## src/rtl/oled_pkg.sv

```systemverilog
// Shared OLED geometry, level widths and peak-marker state encoding for the
// volume-bar display path.
package oled_pkg;

  localparam int OLED_W    = 96;
  localparam int OLED_H    = 64;
  localparam int LEVEL_W   = 5;
  localparam int LEVEL_MAX = 31;

  typedef logic [LEVEL_W-1:0] level_t;

  typedef enum logic [1:0] {
    TRACK,
    HOLD,
    FALL
  } peak_state_e;

endpackage

```

## src/rtl/volume_bar_controller_if.sv

```systemverilog
// Sample/tick inputs, pixel request/response pair and level readback of the
// volume bar controller.
interface volume_bar_controller_if;
  import oled_pkg::*;

  logic       sample_valid;
  level_t     sample_level;
  logic       tick;
  logic       pix_valid;
  logic [6:0] pix_x;
  logic [5:0] pix_y;
  logic       bar_en;
  level_t     bar_coord;
  logic       pix_out_valid;
  level_t     disp_level;
  level_t     peak_level;

  modport master (
    output sample_valid, sample_level, tick, pix_valid, pix_x, pix_y,
    input  bar_en, bar_coord, pix_out_valid, disp_level, peak_level
  );

  modport slave (
    input  sample_valid, sample_level, tick, pix_valid, pix_x, pix_y,
    output bar_en, bar_coord, pix_out_valid, disp_level, peak_level
  );
endinterface

```

## src/rtl/volume_bar_controller_peak_tracker.sv

```systemverilog
// Peak-hold marker: follows the display level, holds a new maximum for
// HOLD_TICKS ticks, then falls one level per DECAY_TICKS ticks.
module peak_tracker
  import oled_pkg::*;
#(
  parameter int HOLD_TICKS  = 50,
  parameter int DECAY_TICKS = 4
) (
  input  logic   clk,
  input  logic   rst,
  input  logic   tick,
  input  level_t disp_level_next,
  output level_t peak_level
);

  localparam int HCNT_W = $clog2(HOLD_TICKS + 1);
  localparam int PCNT_W = $clog2(DECAY_TICKS + 1);

  peak_state_e       state_q, state_d;
  level_t            peak_q, peak_d;
  logic [HCNT_W-1:0] hcnt_q, hcnt_d;
  logic [PCNT_W-1:0] pcnt_q, pcnt_d;

  always_comb begin
    // NOTE: every variable gets a default first so no path leaves it unassigned (no latch).
    state_d = state_q;
    peak_d  = peak_q;
    hcnt_d  = hcnt_q;
    pcnt_d  = pcnt_q;

    unique case (state_q)
      TRACK: peak_d = disp_level_next;
      HOLD: begin
        if (tick) begin
          if (hcnt_q == HCNT_W'(HOLD_TICKS - 1)) begin
            state_d = FALL;
            hcnt_d  = '0;
            pcnt_d  = '0;
          end else begin
            hcnt_d = hcnt_q + 1'b1;
          end
        end
      end
      FALL: begin
        if (tick) begin
          if (pcnt_q == PCNT_W'(DECAY_TICKS - 1)) begin
            peak_d = peak_q - 1'b1;
            pcnt_d = '0;
          end else begin
            pcnt_d = pcnt_q + 1'b1;
          end
        end
        // Once the falling marker meets the bar it rejoins it.
        if (peak_d <= disp_level_next) begin
          peak_d  = disp_level_next;
          state_d = TRACK;
          pcnt_d  = '0;
        end
      end
      default: state_d = TRACK;
    endcase

    // A new maximum restarts the hold from any state.
    if (disp_level_next > peak_q) begin
      peak_d  = disp_level_next;
      state_d = HOLD;
      hcnt_d  = '0;
    end
  end

  // NOTE: state registers use non-blocking assignments so all flops update together.
  always_ff @(posedge clk or posedge rst) begin
    if (rst) begin
      state_q <= TRACK;
      peak_q  <= '0;
      hcnt_q  <= '0;
      pcnt_q  <= '0;
    end else begin
      state_q <= state_d;
      peak_q  <= peak_d;
      hcnt_q  <= hcnt_d;
      pcnt_q  <= pcnt_d;
    end
  end

  assign peak_level = peak_q;

endmodule

```

## src/rtl/volume_bar_controller.sv

```systemverilog
// Volume bar: instant-attack / timed-decay display level, peak marker, and a
// one-cycle pixel mapper feeding the gradient colour lookup.
module volume_bar_controller
  import oled_pkg::*;
#(
  parameter int BAR_X0      = 40,
  parameter int BAR_W       = 16,
  parameter int DECAY_TICKS = 4,
  parameter int HOLD_TICKS  = 50
) (
  input logic               clk,
  input logic               rst,
  volume_bar_controller_if.slave bus
);

  localparam int         DCNT_W = $clog2(DECAY_TICKS + 1);
  localparam logic [6:0] X_LO   = 7'(BAR_X0);
  localparam logic [6:0] X_HI   = 7'(BAR_X0 + BAR_W);

  level_t            target_q, target_d;
  level_t            disp_q, disp_d;
  logic [DCNT_W-1:0] dcnt_q, dcnt_d;
  logic              decay_step;
  level_t            peak_level;

  logic   bar_en_q, bar_en_d;
  level_t bar_coord_q, bar_coord_d;
  logic   pix_out_valid_q, pix_out_valid_d;
  level_t seg;
  logic   in_bar, marker_hit;
  logic   pix_row_lsb_unused;

  always_comb begin
    target_d   = target_q;
    disp_d     = disp_q;
    dcnt_d     = dcnt_q;
    decay_step = 1'b0;

    if (bus.tick && (disp_q > target_q)) begin
      if (dcnt_q == DCNT_W'(DECAY_TICKS - 1)) begin
        decay_step = 1'b1;
        disp_d     = disp_q - 1'b1;
        dcnt_d     = '0;
      end else begin
        dcnt_d = dcnt_q + 1'b1;
      end
    end

    // A fresh sample overrides any decay step landing in the same cycle.
    if (bus.sample_valid) begin
      target_d = bus.sample_level;
      disp_d   = (bus.sample_level > disp_q) ? bus.sample_level : disp_q;
      if (decay_step) dcnt_d = '0;
    end

    if (disp_d <= target_d) dcnt_d = '0;
  end

  peak_tracker #(
    .HOLD_TICKS (HOLD_TICKS),
    .DECAY_TICKS(DECAY_TICKS)
  ) u_peak (
    .clk            (clk),
    .rst            (rst),
    .tick           (bus.tick),
    .disp_level_next(disp_d),
    .peak_level     (peak_level)
  );

  // Two rows per segment, segment 31 at the top of the panel.
  assign seg                = level_t'(LEVEL_MAX) - bus.pix_y[5:1];
  assign pix_row_lsb_unused = bus.pix_y[0];
  assign in_bar             = (bus.pix_x >= X_LO) && (bus.pix_x < X_HI);
  assign marker_hit         = (peak_level != '0) && (seg == peak_level - 1'b1);

  always_comb begin
    bar_en_d        = bus.pix_valid && in_bar && ((seg < disp_q) || marker_hit);
    bar_coord_d     = bar_en_d ? seg : '0;
    pix_out_valid_d = bus.pix_valid;
  end

  always_ff @(posedge clk or posedge rst) begin
    if (rst) begin
      target_q        <= '0;
      disp_q          <= '0;
      dcnt_q          <= '0;
      bar_en_q        <= 1'b0;
      bar_coord_q     <= '0;
      pix_out_valid_q <= 1'b0;
    end else begin
      target_q        <= target_d;
      disp_q          <= disp_d;
      dcnt_q          <= dcnt_d;
      bar_en_q        <= bar_en_d;
      bar_coord_q     <= bar_coord_d;
      pix_out_valid_q <= pix_out_valid_d;
    end
  end

  assign bus.bar_en        = bar_en_q;
  assign bus.bar_coord     = bar_coord_q;
  assign bus.pix_out_valid = pix_out_valid_q;
  assign bus.disp_level    = disp_q;
  assign bus.peak_level    = peak_level;

endmodule

```

## src/flat_wrapper.sv

```systemverilog
// flat-port wrapper written by rule: the top's interface ports become plain ports
module volume_bar_controller_flat import oled_pkg::*;
#(
  parameter int BAR_X0      = 40,
  parameter int BAR_W       = 16,
  parameter int DECAY_TICKS = 4,
  parameter int HOLD_TICKS  = 50
)
  (clk, rst, bus_sample_valid, bus_sample_level, bus_tick, bus_pix_valid, bus_pix_x, bus_pix_y, bus_bar_en, bus_bar_coord, bus_pix_out_valid, bus_disp_level, bus_peak_level);
  volume_bar_controller_if bus_i ();
  input logic clk;
  input logic rst;
  input wire logic [$bits(bus_i.sample_valid)-1:0] bus_sample_valid;
  input wire logic [$bits(bus_i.sample_level)-1:0] bus_sample_level;
  input wire logic [$bits(bus_i.tick)-1:0] bus_tick;
  input wire logic [$bits(bus_i.pix_valid)-1:0] bus_pix_valid;
  input wire logic [$bits(bus_i.pix_x)-1:0] bus_pix_x;
  input wire logic [$bits(bus_i.pix_y)-1:0] bus_pix_y;
  output wire logic [$bits(bus_i.bar_en)-1:0] bus_bar_en;
  output wire logic [$bits(bus_i.bar_coord)-1:0] bus_bar_coord;
  output wire logic [$bits(bus_i.pix_out_valid)-1:0] bus_pix_out_valid;
  output wire logic [$bits(bus_i.disp_level)-1:0] bus_disp_level;
  output wire logic [$bits(bus_i.peak_level)-1:0] bus_peak_level;
  assign bus_i.sample_valid = bus_sample_valid;
  assign bus_i.sample_level = bus_sample_level;
  assign bus_i.tick = bus_tick;
  assign bus_i.pix_valid = bus_pix_valid;
  assign bus_i.pix_x = bus_pix_x;
  assign bus_i.pix_y = bus_pix_y;
  assign bus_bar_en = bus_i.bar_en;
  assign bus_bar_coord = bus_i.bar_coord;
  assign bus_pix_out_valid = bus_i.pix_out_valid;
  assign bus_disp_level = bus_i.disp_level;
  assign bus_peak_level = bus_i.peak_level;
  volume_bar_controller #(.BAR_X0(BAR_X0), .BAR_W(BAR_W), .DECAY_TICKS(DECAY_TICKS), .HOLD_TICKS(HOLD_TICKS)) u_core (.clk(clk), .rst(rst), .bus(bus_i));
endmodule
```

## config.mk

```make
export PLATFORM = sky130hd
export DESIGN_NAME = volume_bar_controller_flat
export DESIGN_NICKNAME = d
export VERILOG_FILES = /design/src/rtl/oled_pkg.sv /design/src/rtl/volume_bar_controller_if.sv /design/src/rtl/volume_bar_controller_peak_tracker.sv /design/src/rtl/volume_bar_controller.sv /design/src/flat_wrapper.sv
export SDC_FILE = /design/constraint.sdc
export NUM_CORES = 1
export LEC_CHECK = 0
export ABC_AREA = 1
export CORE_ASPECT_RATIO = 0.6
export CORE_UTILIZATION = 50
export CTS_CLUSTER_DIAMETER = 30
export DETAILED_ROUTE_END_ITERATION = 7
export GPL_TIMING_DRIVEN = 1
export PLACE_DENSITY = 0.82
export SLEW_MARGIN = 5
export SYNTH_ARGS = -nofsm -noshare
export SYNTH_HDL_FRONTEND = slang
export SYNTH_SLANG_ARGS = --single-unit
```

## constraint.sdc

```tcl
create_clock -name clk -period 2.9 [get_ports clk]
set_input_delay 0.435 -clock clk [delete_from_list [all_inputs] [get_ports clk]]
set_output_delay 0.435 -clock clk [all_outputs]
set_load 0.02 [all_outputs]
```

==> metrics.cfg <==
[outcome]
outcome=complete, but fails checks
violations=setup timing

[power_and_ir_drop]
swShare_pct=50.67
power.leakage_nw=2.130
pwr-share-clk_pct=7.5
p_comb_share_pct=77.8
switchingPower_mw=2.502
vdd_drop_max_mv=0.5022
p_per_area_mw_per_mm2=1192
seqPwrFrac_pct=14.7
p_int_mw=2.436

[clock_tree]
cts_tree=built
cts_hold_buf=0
clkLatencyLatePin_ns=0.30
max-clock-path-buffers=2
cts_made_buffers=5
cts.sinks=36
htreeDepth=2
cts_root_buf=clkbuf_8
cts.clk_slew.worst_paths_ns=0.09

[setup_path]
crit_buf_inv=5
reg2reg_to=u_core.u_peak.hcnt_q[1]$_DFFE_PP0P_
worstPathCellList=ha_4 > nand2_4 > nor2_4 > nand2_2 > nand3_2 > nand2_2 > nor2_4 > nand3_2 > o21ai_1 > nand3_2 > and2_4 > inv_4 > ha_4 > buf_4 > a21oi_2 > o221ai_2 > nand2_2 > inv_4 > nor2_4 > buf_6 > inv_8 > o22ai_1
crit_end=u_core.u_peak.hcnt_q[1]$_DFFE_PP0P_
cp_slowest_cell=dfrtp_2
r2r_cells=22
start_kind=flop
critPathRequiredTime_ns=3.09
crit_type=reg2reg
critPathTopFamily=simple AND/OR/NAND/NOR gates
worstPathArrival_ns=3.72
startpoint=u_core.bus.disp_level[3]$_DFF_PP0_
path_depth=22
timing.rr.start=u_core.bus.disp_level[3]$_DFF_PP0_
reg2reg_slack_ns=-0.64
cpPeakStageDelay_ns=0.46
setup.worst_path.end_class=flop
critPathMaxFanout=7

[global_routing]
grt_pass1_vias=3046
grt_max_degree=37
grt_pass1_wl_um=14480
grt_usage_pct=32.24
antenna_found_initial=0
grt-ovfl-total=0

[timing]
setup_violations=19
min_period_ns=3.537
finClkSkew_ns=0.01652
drv_slew=0
finalHoldViolations=0
fmax_ghz=0.2827
rsz0062_at_grt=true
fin_crit_sh_pct=122.0
maxSlewHeadroom_pct=63.71
setup_ws_ns=-0.6370
worst_slew_pin_slew_ns=0.5386

[final_layout]
area_growth_pct=45.73
fin_area_mm2=0.004143
finalNetCount=537
final_core_util_pct=78.83
num_antenna_cells=0
final-instance-count-excl-fill=548
drive_above_1_share_pct=32.37

[place]
gp_congestion=0.9327
dp_slack_ns=-0.6871
portBuffers=35
placedCellCount=526
place_area_mm2=0.003770
dp_hpwl_um=6407

[logic_synthesis]
synth_area_per_cell_um2=7.520
post-synth-top-area-cell=dfrtp_1
synth_fa_ha_area_share_pct=14.52
synth_compound_area_share_pct=9.771
yosysSeqAreaShare_pct=31.69
synth_fp_nets=434
synthXorXnorAreaFrac_pct=3.081
synth_area_leaders=dfrtp_1, ha_1, nand2_1
synth_top_family_by_area=simple AND/OR/NAND/NOR gates
synth_mux_area_share_pct=0
netlist_area_mm2=0.002843
syn_inst=378
ys_warn_count=0
synth_top_area_share_pct=31.69
yosysUniqueCellTypes=31
synth-seq-cells=36
synthSimpleGateAreaFrac_pct=30.37

[drt]
drt_iter0_drc=334
ant_nets=0
route.vias.total=3194
wl_per_cell_um=18.10
first_pass_iters=7
drc=0
viasPerCell=5.828
wirelength_um=9918

[flow_run]
cap_violations=0

[die]
pin_count=40
core_area_mm2=0.005255
die-area_mm2=0.006001
die_w_um=99.35
die_h_um=60.41
start_util_pct=54.10
rows=20

[hold_path]
hold_path_class=reg2reg

==> through the flow <==
| step | hold WS, ns | power (mW) | setup TNS, ns |
|---|---|---|---|
| floorplan | 0.4491 | 2.521 | -1.014 |
| global placement | 0.4642 | 3.493 | -8.869 |
| detailed placement | 0.4706 | 3.630 | -10.98 |
| CTS | 0.4872 | 4.399 | -2.550 |
| global route | 0.5204 | 5.186 | -11.42 |
| finish | 0.4840 | 4.938 | -9.205 |
==> kinds of logic (layout without fill, tap and decap cells) <==
family | count (synthesis) | count (layout)
xor+xnor | 10 | 10
flops | 36 | 36
fa+ha+maj | 33 | 33
compound gates | 48 | 48
simple gates | 171 | 171
buf+inv | 80 | 184
==> worst reg2reg max path, stage by stage (launching register included) <==
cell and delay, ns:
dfrtp_2 0.46, ha_4 0.28, nand2_4 0.07, nor2_4 0.14, nand2_2 0.07, nand3_2 0.07
nand2_2 0.07, nor2_4 0.15, nand3_2 0.14, o21ai_1 0.24, nand3_2 0.10, and2_4 0.18
inv_4 0.08, ha_4 0.21, buf_4 0.14, a21oi_2 0.17, o221ai_2 0.12, nand2_2 0.10
inv_4 0.06, nor2_4 0.15, buf_6 0.14, inv_8 0.04, o22ai_1 0.22
==> what timing repair did <==
action,4_1_cts,5_1_grt
pin swaps,22,2
setup endpoints to repair,19,19
resized for setup,28,18
setup buffers,10,5
==> worst min path at each step <==
stage | from | end | slack (ns) | cells after the start
after floorplan | u_core.u_peak.pcnt_q[2]$_DFFE_PP0P_ | u_core.u_peak.pcnt_q[2]$_DFFE_PP0P_ | 0.45 | 2
after global placement | u_core.u_peak.pcnt_q[2]$_DFFE_PP0P_ | u_core.u_peak.pcnt_q[2]$_DFFE_PP0P_ | 0.46 | 2
after detailed placement | u_core.u_peak.pcnt_q[2]$_DFFE_PP0P_ | u_core.u_peak.pcnt_q[2]$_DFFE_PP0P_ | 0.47 | 2
after CTS | u_core.u_peak.pcnt_q[2]$_DFFE_PP0P_ | u_core.u_peak.pcnt_q[2]$_DFFE_PP0P_ | 0.49 | 2
after global routing | u_core.u_peak.state_q[1]$_DFFE_PP0P_ | u_core.u_peak.state_q[1]$_DFFE_PP0P_ | 0.52 | 1
final | u_core.u_peak.pcnt_q[2]$_DFFE_PP0P_ | u_core.u_peak.pcnt_q[2]$_DFFE_PP0P_ | 0.48 | 2
==> synth_stat cells <==
| library cell | count |
|---|---|
| a21oi_1 | 15 |
| a221oi_1 | 2 |
| a22o_1 | 1 |
| and2_1 | 1 |
| clkbuf_1 | 1 |
| dfrtp_1 | 36 |
| ha_1 | 33 |
| inv_1 | 76 |
| inv_2 | 3 |
| nand2_1 | 78 |
| nand2_2 | 7 |
| nand2_4 | 4 |
| nand3_1 | 21 |
| nand3_2 | 6 |
| nand3_4 | 1 |
| nand4_1 | 14 |
| nor2_1 | 27 |
| nor2_2 | 2 |
| nor2_4 | 3 |
| nor2_8 | 1 |
| nor3_1 | 1 |
| nor3b_1 | 1 |
| nor4_1 | 1 |
| o211ai_1 | 4 |
| o21ai_0 | 19 |
| o21ai_2 | 1 |
| o221ai_1 | 1 |
| o22ai_1 | 4 |
| o41ai_1 | 1 |
| or2_2 | 3 |
| xor2_1 | 10 |
==> sequential cells by signal, summed over array words and instances, names as in the netlist, 2 cells and up <==
signal and count:
u_core.u_peak.pcnt_q 3, u_core.u_peak.peak_level 5, u_core.target_q 5, u_core.bus.bar_coord 5
u_core.dcnt_q 3, u_core.u_peak.state_q 2, u_core.bus.disp_level 5, u_core.u_peak.hcnt_q 6
==> power groups by stage <==
stage | logic (mW) | registers (mW) | clock network, mW
2_1_floorplan | 1.69 | 0.828 | 0
3_3_place_gp | 2.78 | 0.713 | 0
3_5_place_dp | 2.91 | 0.723 | 0
4_1_cts | 3.32 | 0.718 | 0.366
5_1_grt | 4.05 | 0.733 | 0.399
6_report | 3.84 | 0.725 | 0.370
==> cells in the final DEF, fill, tap and decap left out, drive strengths merged, types with 2 or more instances in the layout <==
master and count:
clkbuf 5, o22ai 4, nor2 33, nand4 14
ha 33, a221oi 2, clkinv 3, a21oi 15
inv 79, xor2 10, clkdlybuf4s50 33, o211ai 4
nand2 89, nand3 28, dfrtp 36, or2 3
dlygate4sd2 2, buf 62, o21ai 20
==> area by class of cell <==
class                   instances  area (µm²)
inverters                      79       309.0
clock inverters                 3       18.77
clock buffers                   5       68.82
multi-input cells             262        1916
fillers                       305        1112
well taps                      66       82.58
repair buffers                 97       840.8
flip-flops and latches         36       907.1
==> routing by layer <==
layer	part of all wire [%]	track usage, %	vias to the layer above	wire (µm)
li1	-	-	1426	-
met1	41	40.00	1492	4094
met3	10	8.065	51	1002
met2	44	54.46	225	4412
met4	4.1	15.55	0	408
met5	0	0	-	0
Power figures use the tool's default switching activity.
